**src/rtl/lamp_fpu_log_norm_if.sv**
```systemverilog
// Shared bfloat16 constants and the valid/ready bus for the ln() normalize/round back end.
package lampFPU_pkg;

  localparam int unsigned LAMP_FLOAT_E_DW   = 8;
  localparam int unsigned LAMP_FLOAT_F_DW   = 7;
  localparam int unsigned LAMP_FLOAT_E_BIAS = 127;

  // Pre-resolved special result carried down the pipe alongside the data path
  typedef struct packed {
    logic                       is_special;
    logic                       s;
    logic [LAMP_FLOAT_E_DW-1:0] e;
    logic [LAMP_FLOAT_F_DW-1:0] f;
    logic                       invalid;
    logic                       div_zero;
  } log_special_t;

endpackage

interface lamp_fpu_log_norm_if #(
  parameter int unsigned INT_DW  = 8,
  parameter int unsigned FRAC_DW = 11
);
  logic                                      valid_i;
  logic                                      ready_o;
  logic                                      s_res_i;
  logic [INT_DW+FRAC_DW-1:0]                 mag_i;
  logic                                      s_op_i;
  logic                                      isZ_op_i;
  logic                                      isInf_op_i;
  logic                                      isSNAN_op_i;
  logic                                      isQNAN_op_i;
  logic                                      ready_i;
  logic                                      valid_o;
  logic                                      s_res_o;
  logic [lampFPU_pkg::LAMP_FLOAT_E_DW-1:0]   e_res_o;
  logic [lampFPU_pkg::LAMP_FLOAT_F_DW-1:0]   f_res_o;
  logic                                      isInvalid_o;
  logic                                      isDivByZero_o;
  logic                                      isInexact_o;

  modport slave (
    input  valid_i, s_res_i, mag_i, s_op_i, isZ_op_i, isInf_op_i, isSNAN_op_i, isQNAN_op_i, ready_i,
    output ready_o, valid_o, s_res_o, e_res_o, f_res_o, isInvalid_o, isDivByZero_o, isInexact_o
  );

  modport master (
    output valid_i, s_res_i, mag_i, s_op_i, isZ_op_i, isInf_op_i, isSNAN_op_i, isQNAN_op_i, ready_i,
    input  ready_o, valid_o, s_res_o, e_res_o, f_res_o, isInvalid_o, isDivByZero_o, isInexact_o
  );
endinterface

```
**src/rtl/lamp_fpu_log_norm.sv**
```systemverilog
// Normalize |ln(x)| (Qi.f fixed point) to bfloat16 with RNE rounding and special-case resolution.
// Stall-all pipeline: input register, classify/encode, normalize, round into the output register.
module lamp_fpu_log_norm
  import lampFPU_pkg::*;
#(
  parameter int unsigned INT_DW  = 8,
  parameter int unsigned FRAC_DW = 11
) (
  input logic                 clk,
  input logic                 rst,
  lamp_fpu_log_norm_if.slave  bus
);

  localparam int unsigned MAG_DW = INT_DW + FRAC_DW;
  localparam int unsigned P_W    = $clog2(MAG_DW);
  localparam int unsigned E_DW   = LAMP_FLOAT_E_DW;
  localparam int unsigned F_DW   = LAMP_FLOAT_F_DW;
  localparam int unsigned E_OFF  = LAMP_FLOAT_E_BIAS - FRAC_DW;
  localparam int unsigned LOW_DW = MAG_DW - F_DW - 2;
  localparam logic [F_DW-1:0] QNAN_F = {1'b1, {(F_DW-1){1'b0}}};

  logic advance;
  assign advance     = ~bus.valid_o | bus.ready_i;
  assign bus.ready_o = advance;

  // Input register
  logic              v0, s_res0, s_op0, z0, inf0, snan0, qnan0;
  logic [MAG_DW-1:0] mag0;

  always_ff @(posedge clk) begin
    if (!rst) begin
      v0 <= 1'b0; s_res0 <= 1'b0; s_op0 <= 1'b0; z0 <= 1'b0;
      inf0 <= 1'b0; snan0 <= 1'b0; qnan0 <= 1'b0; mag0 <= '0;
    end else if (advance) begin
      v0     <= bus.valid_i;
      s_res0 <= bus.s_res_i;
      s_op0  <= bus.s_op_i;
      z0     <= bus.isZ_op_i;
      inf0   <= bus.isInf_op_i;
      snan0  <= bus.isSNAN_op_i;
      qnan0  <= bus.isQNAN_op_i;
      mag0   <= bus.mag_i;
    end
  end

  // Special-case priority and leading-one position
  log_special_t   spec_c;
  logic [P_W-1:0] p_c;

  always_comb begin
    spec_c = '0;
    if (snan0) begin
      spec_c.is_special = 1'b1; spec_c.e = '1; spec_c.f = QNAN_F; spec_c.invalid = 1'b1;
    end else if (qnan0) begin
      spec_c.is_special = 1'b1; spec_c.e = '1; spec_c.f = QNAN_F;
    end else if (z0) begin
      spec_c.is_special = 1'b1; spec_c.s = 1'b1; spec_c.e = '1; spec_c.div_zero = 1'b1;
    end else if (s_op0) begin
      spec_c.is_special = 1'b1; spec_c.e = '1; spec_c.f = QNAN_F; spec_c.invalid = 1'b1;
    end else if (inf0) begin
      spec_c.is_special = 1'b1; spec_c.e = '1;
    end else if (mag0 == '0) begin
      spec_c.is_special = 1'b1;
    end
  end

  always_comb begin
    p_c = '0;
    for (int unsigned i = 0; i < MAG_DW; i++) begin
      if (mag0[i]) p_c = P_W'(i);
    end
  end

  logic              v1, s_res1;
  log_special_t      spec1;
  logic [P_W-1:0]    p1;
  logic [MAG_DW-1:0] mag1;

  always_ff @(posedge clk) begin
    if (!rst) begin
      v1 <= 1'b0; s_res1 <= 1'b0; spec1 <= '0; p1 <= '0; mag1 <= '0;
    end else if (advance) begin
      v1     <= v0;
      s_res1 <= s_res0;
      spec1  <= spec_c;
      p1     <= p_c;
      mag1   <= mag0;
    end
  end

  // Normalize: the leading one is shifted out of the top, leaving fraction/guard/sticky
  logic [P_W-1:0]    shamt;
  logic [MAG_DW-2:0] norm;
  logic [F_DW-1:0]   frac_c;
  logic              guard_c, sticky_c;
  logic [E_DW-1:0]   e_c;

  always_comb begin
    shamt    = P_W'(MAG_DW - 1) - p1;
    norm     = (MAG_DW-1)'(mag1 << shamt);
    frac_c   = norm[MAG_DW-2 -: F_DW];
    guard_c  = norm[LOW_DW];
    sticky_c = |norm[LOW_DW-1:0];
    e_c      = E_DW'(p1) + E_DW'(E_OFF);
  end

  logic            v2, s_res2, g2, st2;
  log_special_t    spec2;
  logic [E_DW-1:0] e2;
  logic [F_DW-1:0] frac2;

  always_ff @(posedge clk) begin
    if (!rst) begin
      v2 <= 1'b0; s_res2 <= 1'b0; g2 <= 1'b0; st2 <= 1'b0;
      spec2 <= '0; e2 <= '0; frac2 <= '0;
    end else if (advance) begin
      v2     <= v1;
      s_res2 <= s_res1;
      g2     <= guard_c;
      st2    <= sticky_c;
      spec2  <= spec1;
      e2     <= e_c;
      frac2  <= frac_c;
    end
  end

  // Round to nearest even; a fraction carry-out bumps the exponent
  logic            rnd;
  logic [F_DW:0]   sum;
  logic [E_DW-1:0] e_rnd;
  logic [F_DW-1:0] f_rnd;

  always_comb begin
    rnd   = g2 & (st2 | frac2[0]);
    sum   = {1'b0, frac2} + {{F_DW{1'b0}}, rnd};
    f_rnd = sum[F_DW-1:0];
    e_rnd = sum[F_DW] ? e2 + E_DW'(1) : e2;
  end

  // Output register; a bubble clears every output so flags read zero when invalid
  always_ff @(posedge clk) begin
    if (!rst) begin
      bus.valid_o <= 1'b0; bus.s_res_o <= 1'b0; bus.e_res_o <= '0; bus.f_res_o <= '0;
      bus.isInvalid_o <= 1'b0; bus.isDivByZero_o <= 1'b0; bus.isInexact_o <= 1'b0;
    end else if (advance) begin
      bus.valid_o <= v2;
      if (!v2) begin
        bus.s_res_o <= 1'b0; bus.e_res_o <= '0; bus.f_res_o <= '0;
        bus.isInvalid_o <= 1'b0; bus.isDivByZero_o <= 1'b0; bus.isInexact_o <= 1'b0;
      end else if (spec2.is_special) begin
        bus.s_res_o       <= spec2.s;
        bus.e_res_o       <= spec2.e;
        bus.f_res_o       <= spec2.f;
        bus.isInvalid_o   <= spec2.invalid;
        bus.isDivByZero_o <= spec2.div_zero;
        bus.isInexact_o   <= 1'b0;
      end else begin
        bus.s_res_o       <= s_res2;
        bus.e_res_o       <= e_rnd;
        bus.f_res_o       <= f_rnd;
        bus.isInvalid_o   <= 1'b0;
        bus.isDivByZero_o <= 1'b0;
        bus.isInexact_o   <= g2 | st2;
      end
    end
  end

endmodule

```
**src/flat_wrapper.sv**
```systemverilog
// flat-port wrapper written by rule: the top's interface ports become plain ports
module lamp_fpu_log_norm_flat import lampFPU_pkg::*;
#(
  parameter int unsigned INT_DW  = 8,
  parameter int unsigned FRAC_DW = 11
)
  (clk, rst, bus_valid_i, bus_s_res_i, bus_mag_i, bus_s_op_i, bus_isZ_op_i, bus_isInf_op_i, bus_isSNAN_op_i, bus_isQNAN_op_i, bus_ready_i, bus_ready_o, bus_valid_o, bus_s_res_o, bus_e_res_o, bus_f_res_o, bus_isInvalid_o, bus_isDivByZero_o, bus_isInexact_o);
  lamp_fpu_log_norm_if #(.INT_DW(INT_DW), .FRAC_DW(FRAC_DW)) bus_i ();
  input logic clk;
  input logic rst;
  input wire logic [$bits(bus_i.valid_i)-1:0] bus_valid_i;
  input wire logic [$bits(bus_i.s_res_i)-1:0] bus_s_res_i;
  input wire logic [$bits(bus_i.mag_i)-1:0] bus_mag_i;
  input wire logic [$bits(bus_i.s_op_i)-1:0] bus_s_op_i;
  input wire logic [$bits(bus_i.isZ_op_i)-1:0] bus_isZ_op_i;
  input wire logic [$bits(bus_i.isInf_op_i)-1:0] bus_isInf_op_i;
  input wire logic [$bits(bus_i.isSNAN_op_i)-1:0] bus_isSNAN_op_i;
  input wire logic [$bits(bus_i.isQNAN_op_i)-1:0] bus_isQNAN_op_i;
  input wire logic [$bits(bus_i.ready_i)-1:0] bus_ready_i;
  output wire logic [$bits(bus_i.ready_o)-1:0] bus_ready_o;
  output wire logic [$bits(bus_i.valid_o)-1:0] bus_valid_o;
  output wire logic [$bits(bus_i.s_res_o)-1:0] bus_s_res_o;
  output wire logic [$bits(bus_i.e_res_o)-1:0] bus_e_res_o;
  output wire logic [$bits(bus_i.f_res_o)-1:0] bus_f_res_o;
  output wire logic [$bits(bus_i.isInvalid_o)-1:0] bus_isInvalid_o;
  output wire logic [$bits(bus_i.isDivByZero_o)-1:0] bus_isDivByZero_o;
  output wire logic [$bits(bus_i.isInexact_o)-1:0] bus_isInexact_o;
  assign bus_i.valid_i = bus_valid_i;
  assign bus_i.s_res_i = bus_s_res_i;
  assign bus_i.mag_i = bus_mag_i;
  assign bus_i.s_op_i = bus_s_op_i;
  assign bus_i.isZ_op_i = bus_isZ_op_i;
  assign bus_i.isInf_op_i = bus_isInf_op_i;
  assign bus_i.isSNAN_op_i = bus_isSNAN_op_i;
  assign bus_i.isQNAN_op_i = bus_isQNAN_op_i;
  assign bus_i.ready_i = bus_ready_i;
  assign bus_ready_o = bus_i.ready_o;
  assign bus_valid_o = bus_i.valid_o;
  assign bus_s_res_o = bus_i.s_res_o;
  assign bus_e_res_o = bus_i.e_res_o;
  assign bus_f_res_o = bus_i.f_res_o;
  assign bus_isInvalid_o = bus_i.isInvalid_o;
  assign bus_isDivByZero_o = bus_i.isDivByZero_o;
  assign bus_isInexact_o = bus_i.isInexact_o;
  lamp_fpu_log_norm #(.INT_DW(INT_DW), .FRAC_DW(FRAC_DW)) u_core (.clk(clk), .rst(rst), .bus(bus_i));
endmodule
```
**config.mk**
```make
export PLATFORM = sky130hd
export DESIGN_NAME = lamp_fpu_log_norm_flat
export DESIGN_NICKNAME = d
export VERILOG_FILES = /design/src/rtl/lamp_fpu_log_norm_if.sv /design/src/rtl/lamp_fpu_log_norm.sv /design/src/flat_wrapper.sv
export SDC_FILE = /design/constraint.sdc
export NUM_CORES = 1
export LEC_CHECK = 0
export CAP_MARGIN = 10
export CORE_ASPECT_RATIO = 1.2
export CORE_MARGIN = 4
export CORE_UTILIZATION = 55
export CTS_CLUSTER_SIZE = 14
export DETAILED_ROUTE_END_ITERATION = 12
export PLACE_DENSITY = 0.81
export SYNTH_ARGS = -nofsm -noshare
export SYNTH_HDL_FRONTEND = slang
export SYNTH_SLANG_ARGS = --single-unit
```
**constraint.sdc**
```tcl
create_clock -name clk -period 3.75 [get_ports clk]
set_input_delay 0.375 -clock clk [delete_from_list [all_inputs] [get_ports clk]]
set_output_delay 0.375 -clock clk [all_outputs]
set_load 0.05 [all_outputs]
```
Yosys cells after proc, flatten, opt, wreduce, memory -nomap -nowiden. Index checks and enable logic that the tools add are counted.

$add $sub $neg: 4. Shifts and indexed selects: 1. Multiplexer cells: 49. Bitwise operators: 5. Reductions and logical operators: 2.

Operator list (count): 2-to-1 mux 8 bit (8); 2-to-1 mux 4 bit (8); zero test 19 bit (1); 2-to-1 mux 1 bit (19); << shifter 19 x 5 -> 18 bit (1); 2-to-1 mux 16 bit (1); 2-to-1 mux 15 bit (1); 2-to-1 mux 5 bit (3); 2-to-1 mux 7 bit (2); 2-to-1 mux 3 bit (4); OR reduction 10 bit (1); adder 5 x 7 -> 8 bit, second input constant (1); adder 7 x 1 -> 8 bit (1); adder 8 x 1 -> 8 bit, second input constant (1); 2-to-1 mux 2 bit (3); subtractor 5 bit, first input constant (1); bitwise OR 1 bit (3); AND 1 bit (1); inverter 1 bit (1).

Register bits after elaboration: 129. Bits of input ports: 29. Logic and storage cells: 98.

Logic depth before layout (Yosys ltp).
Depth in word-level cells: 18. Mapped depth: 9. Mapped depth without buffers: 9.

Worst setup path before layout. No wires, ideal clock.

Kind: flip-flop to flip-flop. From: register u_core.bus.valid_o. To: register u_core.e2[2]. Data arrival time: 1913 ps. Setup slack: 1720 ps. Stages on the path, launching flop included: 6. Clock period less this slack: 2030 ps. Cell sequence: dfxtp_1 > nor2b_1 > inv_1 > buf_2 > clkbuf_1 > o211a_1.

Cells in the longest elaborated chain, start to end: 2.

Ends and longest elaborated chain: start, declared (line lamp_fpu_log_norm_if.sv:44) `output ready_o, valid_o, s_res_o, e_res_o, f_res_o, isInvalid_o, isDivByZero_o, isInexact_o`; start signal, assigned (line lamp_fpu_log_norm.sv:146) `bus.valid_o <= v2;`; inverter 1 bit (line lamp_fpu_log_norm.sv:23) `assign advance = ~bus.valid_o | bus.ready_i;`; bitwise OR 1 bit (line lamp_fpu_log_norm.sv:23); via bus_ready_o (line flat_wrapper.sv:20) `output wire logic [$bits(bus_i.ready_o)-1:0] bus_ready_o;`; end signal, assigned (line lamp_fpu_log_norm.sv:115) `spec2 <= '0; e2 <= '0; frac2 <= '0;`; end signal, assigned (line lamp_fpu_log_norm.sv:122) `e2 <= e_c;`; end, declared (line lamp_fpu_log_norm.sv:109) `logic [E_DW-1:0] e2;`.

The timed path passes the listed nets, and every way through them passes these cells. A chain may end at the register's enable or synchronous reset.

Worst setup path after layout.
From: register u_core.p1[1]. To: register u_core.st2.

Cells in the longest elaborated chain, start to end: 3.

Ends and longest elaborated chain: start, declared (line lamp_fpu_log_norm.sv:76) `logic [P_W-1:0] p1;`; start signal, assigned (line lamp_fpu_log_norm.sv:86) `p1 <= p_c;`; subtractor 5 bit (line lamp_fpu_log_norm.sv:99) `shamt = P_W'(MAG_DW - 1) - p1;`; << shifter 19 x 5 -> 18 bit (line lamp_fpu_log_norm.sv:100) `norm = (MAG_DW-1)'(mag1 << shamt);`; OR reduction 10 bit (line lamp_fpu_log_norm.sv:103) `sticky_c = |norm[LOW_DW-1:0];`; end signal, assigned (line lamp_fpu_log_norm.sv:120) `st2 <= sticky_c;`; end, declared (line lamp_fpu_log_norm.sv:107) `logic v2, s_res2, g2, st2;`.

No other way between the ends.

==> impl_metrics.ini <==
[layout]
most-common-layout-cells = 156 x nand2_1, 100 x dfxtp_1, 49 x clkdlybuf4s50_1
final_common_cell = nand2_1
n_fill_cell = 781
fin_nets = 647
area_growth_pct = 14.29
antenna_cells = 0
final_layout_size_suffix_gt1_share_pct = 7.468

[sta]
max_freq_ghz = 0.3599
rsz0062_at_grt = no
hold_viol = 0
min_period_ns = 2.778
finalCritPeriodShare_pct = 74.09
slew_headroom_pct = 34.45
worstMarginPinSlew_ns = 0.9832
setup_viol = 0
maxSlewViolCount = 0
skew_ns = 0.01174
tns_ns = 0

[logic_synthesis]
yosysSeqAreaShare_pct = 40.98
syn_inst = 584
syn_nets = 620
synth_top_cell_area_share_pct = 40.98
syn_avg_cell_area_um2 = 8.364
synth_edf_count = 0
synth_ff_type = dfxtp_1
yosys_warnings = 0
ys_top_cells_by_area = dfxtp_1 41%, nand2_1 12%, a21boi_0 6.8%
synth_top_area_cell = dfxtp_1
async_reset_ff_share_pct = 0
synth_cell_types = 51
netlist_area_mm2 = 0.004885
ys_ff_latch = 100

[clock_network]
postCtsSetupBuffers = 0
clk_latency_ns = 0.36
cts_buffer_depth = 2
htreeDepth = 3
clk_pin_slew_ns = 0.09
root_buffer = clkbuf_8
postCtsHoldBufs = 0
tritoncts = built
cts_buffers = 9
numClockSinks = 100
post_cts_resized = 0

[grt]
grt_first_pass_wirelength_um = 17600
grt_pass1_vias = 3924
overflow = 0
antenna_found_initial = 0
grt.total_usage_pct = 20.34
grt_max_degree = 87

[worst_hold_path]
min_path_type = register to register
hp-start = u_core.bus.isInexact_o

[floorplan]
core_area_mm2 = 0.008611
die_area_mm2 = 0.01046
ios = 50
dieWidth_um = 94.03
core.rowCount = 37
die_h_um = 111.2
initial_utilization_pct = 56.73

[pwr]
powerDensity_mw_per_mm2 = 392.0
p_comb_share_pct = 16.6
clkPwrFrac_pct = 29.3
peakVddDrop_uv = 222.8
internal_power_mw = 1.551
p_sw_share_pct = 29.11
p_leak_nw = 2.116
power_mw = 2.188
p_switching_mw = 0.6370
p_seq_share_pct = 54.1

[critical_path]
critPathKind = register to register
worstPathRequired_ns = 3.98
crit_path_max_fanout = 22
cpPeakStageDelay_ns = 0.95
r2r_slack_ns = 0.97
end_kind = register
arrival_ns = 3.01
crit_slowest_cell = ha_1
r2r-start = u_core.p1[1]
crit_start = u_core.p1[1]
start_kind = register
timing.critical_path.cells = ha_1 > mux4_2 > a211oi_2 > a311oi_1 > a211oi_1 > o22ai_1

[drt]
antenna_left = 0
drc = 0
wl_um = 10360
via_per_inst = 5.490
wl_per_cell_um = 14.13
drtPass1Iterations = 4
vias = 4024
initialDrtViolationCount = 225

[status]
outcome = completed

[placed_design]
gp_congestion = 0.8433
dp_hpwl_um = 7287
io_buffers = 49

[flow_run]
cap_violations = 0
-- routing by layer --
layer / GRT usage (%) / vias to the layer above / part of all wire [%]
li1: - / 2069 / -
met1: 24.09 / 1855 / 43
met2: 36.67 / 84 / 51
met3: 3.259 / 16 / 3.9
met4: 6.744 / 0 / 1.6
met5: 0 / - / 0
-- power groups by stage --
| stage | logic [mW] | clock network (mW) | registers (mW) |
|---|---|---|---|
| floorplan | 0.291 | 0 | 1.19 |
| global placement | 0.355 | 0 | 1.20 |
| detailed placement | 0.363 | 0 | 1.21 |
| CTS | 0.365 | 0.653 | 1.18 |
| global route | 0.405 | 0.702 | 1.19 |
| finish | 0.363 | 0.642 | 1.18 |
-- worst paths after layout --
| check | to | cells after the start |
|---|---|---|
| worst min-delay path | u_core.bus.isInexact_o | 2 |
| worst max register to register | u_core.st2 | 6 |
| worst max-delay path | u_core.st2 | 6 |
| worst min register to register | u_core.bus.isInexact_o | 2 |
-- worst max-delay path, delay by kind of cell (launching register included) --
kind / cells / cell delay (ns)
adder cells (fa/ha/maj): 1 / 0.95
AO/OA/AOI/OAI: 4 / 0.70
multiplexers: 1 / 0.63
flip-flops: 1 / 0.37
-- through the flow --
| step | setup slack (ns) | instances | util [%] | instance area, um^2 | hold WS [ns] |
|---|---|---|---|---|---|
| after floorplan | 1.720 | 584 | - | 4885 | 0.4315 |
| after global placement | 1.041 | 717 | 62.71 | 5400 | 0.4379 |
| after detailed placement | 0.9817 | 717 | 62.71 | 5400 | 0.4446 |
| after CTS | 0.9678 | 733 | 64.84 | 5583 | 0.4586 |
| after global routing | 0.7626 | 733 | 64.84 | 5583 | 0.4788 |
| final | 0.9717 | 733 | 64.84 | 5583 | 0.4568 |
-- final cells by class --
type                    count  area, um^2  share of cell area (%)
clock inverters             6       55.05                  0.9861
clock buffers              10       127.6                   2.286
multi-input cells         434        2679                   47.98
flip-flops and latches    100        2002                   35.86
inverters                  12       45.04                  0.8068
well taps                 117       146.4                   2.622
repair buffers             54       528.0                   9.458
-- kinds of logic after synthesis --
logic type,count (synthesis),share of synthesized area (%)
xor gates and xnor gates,17,3.509
buffers and inverters,50,4.329
AOI/OAI and AO/OA,148,20.03
adders and majority gates,7,1.793
muxes,23,8.478
and+or+nand+nor,239,20.88
DFF,100,40.98
-- cell usage after synthesis (8+ instances only) --
master / number
a21boi_0: 44
a21oi_1: 40
a22oi_1: 9
clkbuf_1: 29
dfxtp_1: 100
inv_1: 12
mux4_2: 14
nand2_1: 156
nand3_1: 16
nor2_1: 30
nor2b_1: 9
o21ai_0: 18
o21ai_1: 10
xor2_1: 8
-- sequential cells by signal, indices dropped and copies added (netlist names), 5 cells and up --
register,flops
u_core.mag1,18
u_core.spec2,5
u_core.bus.e_res_o,8
u_core.mag0,19
u_core.bus.f_res_o,7
u_core.frac2,7
u_core.spec1,5
u_core.p1,5
u_core.e2,8
Note: power is estimated with default switching activity, not from simulation.
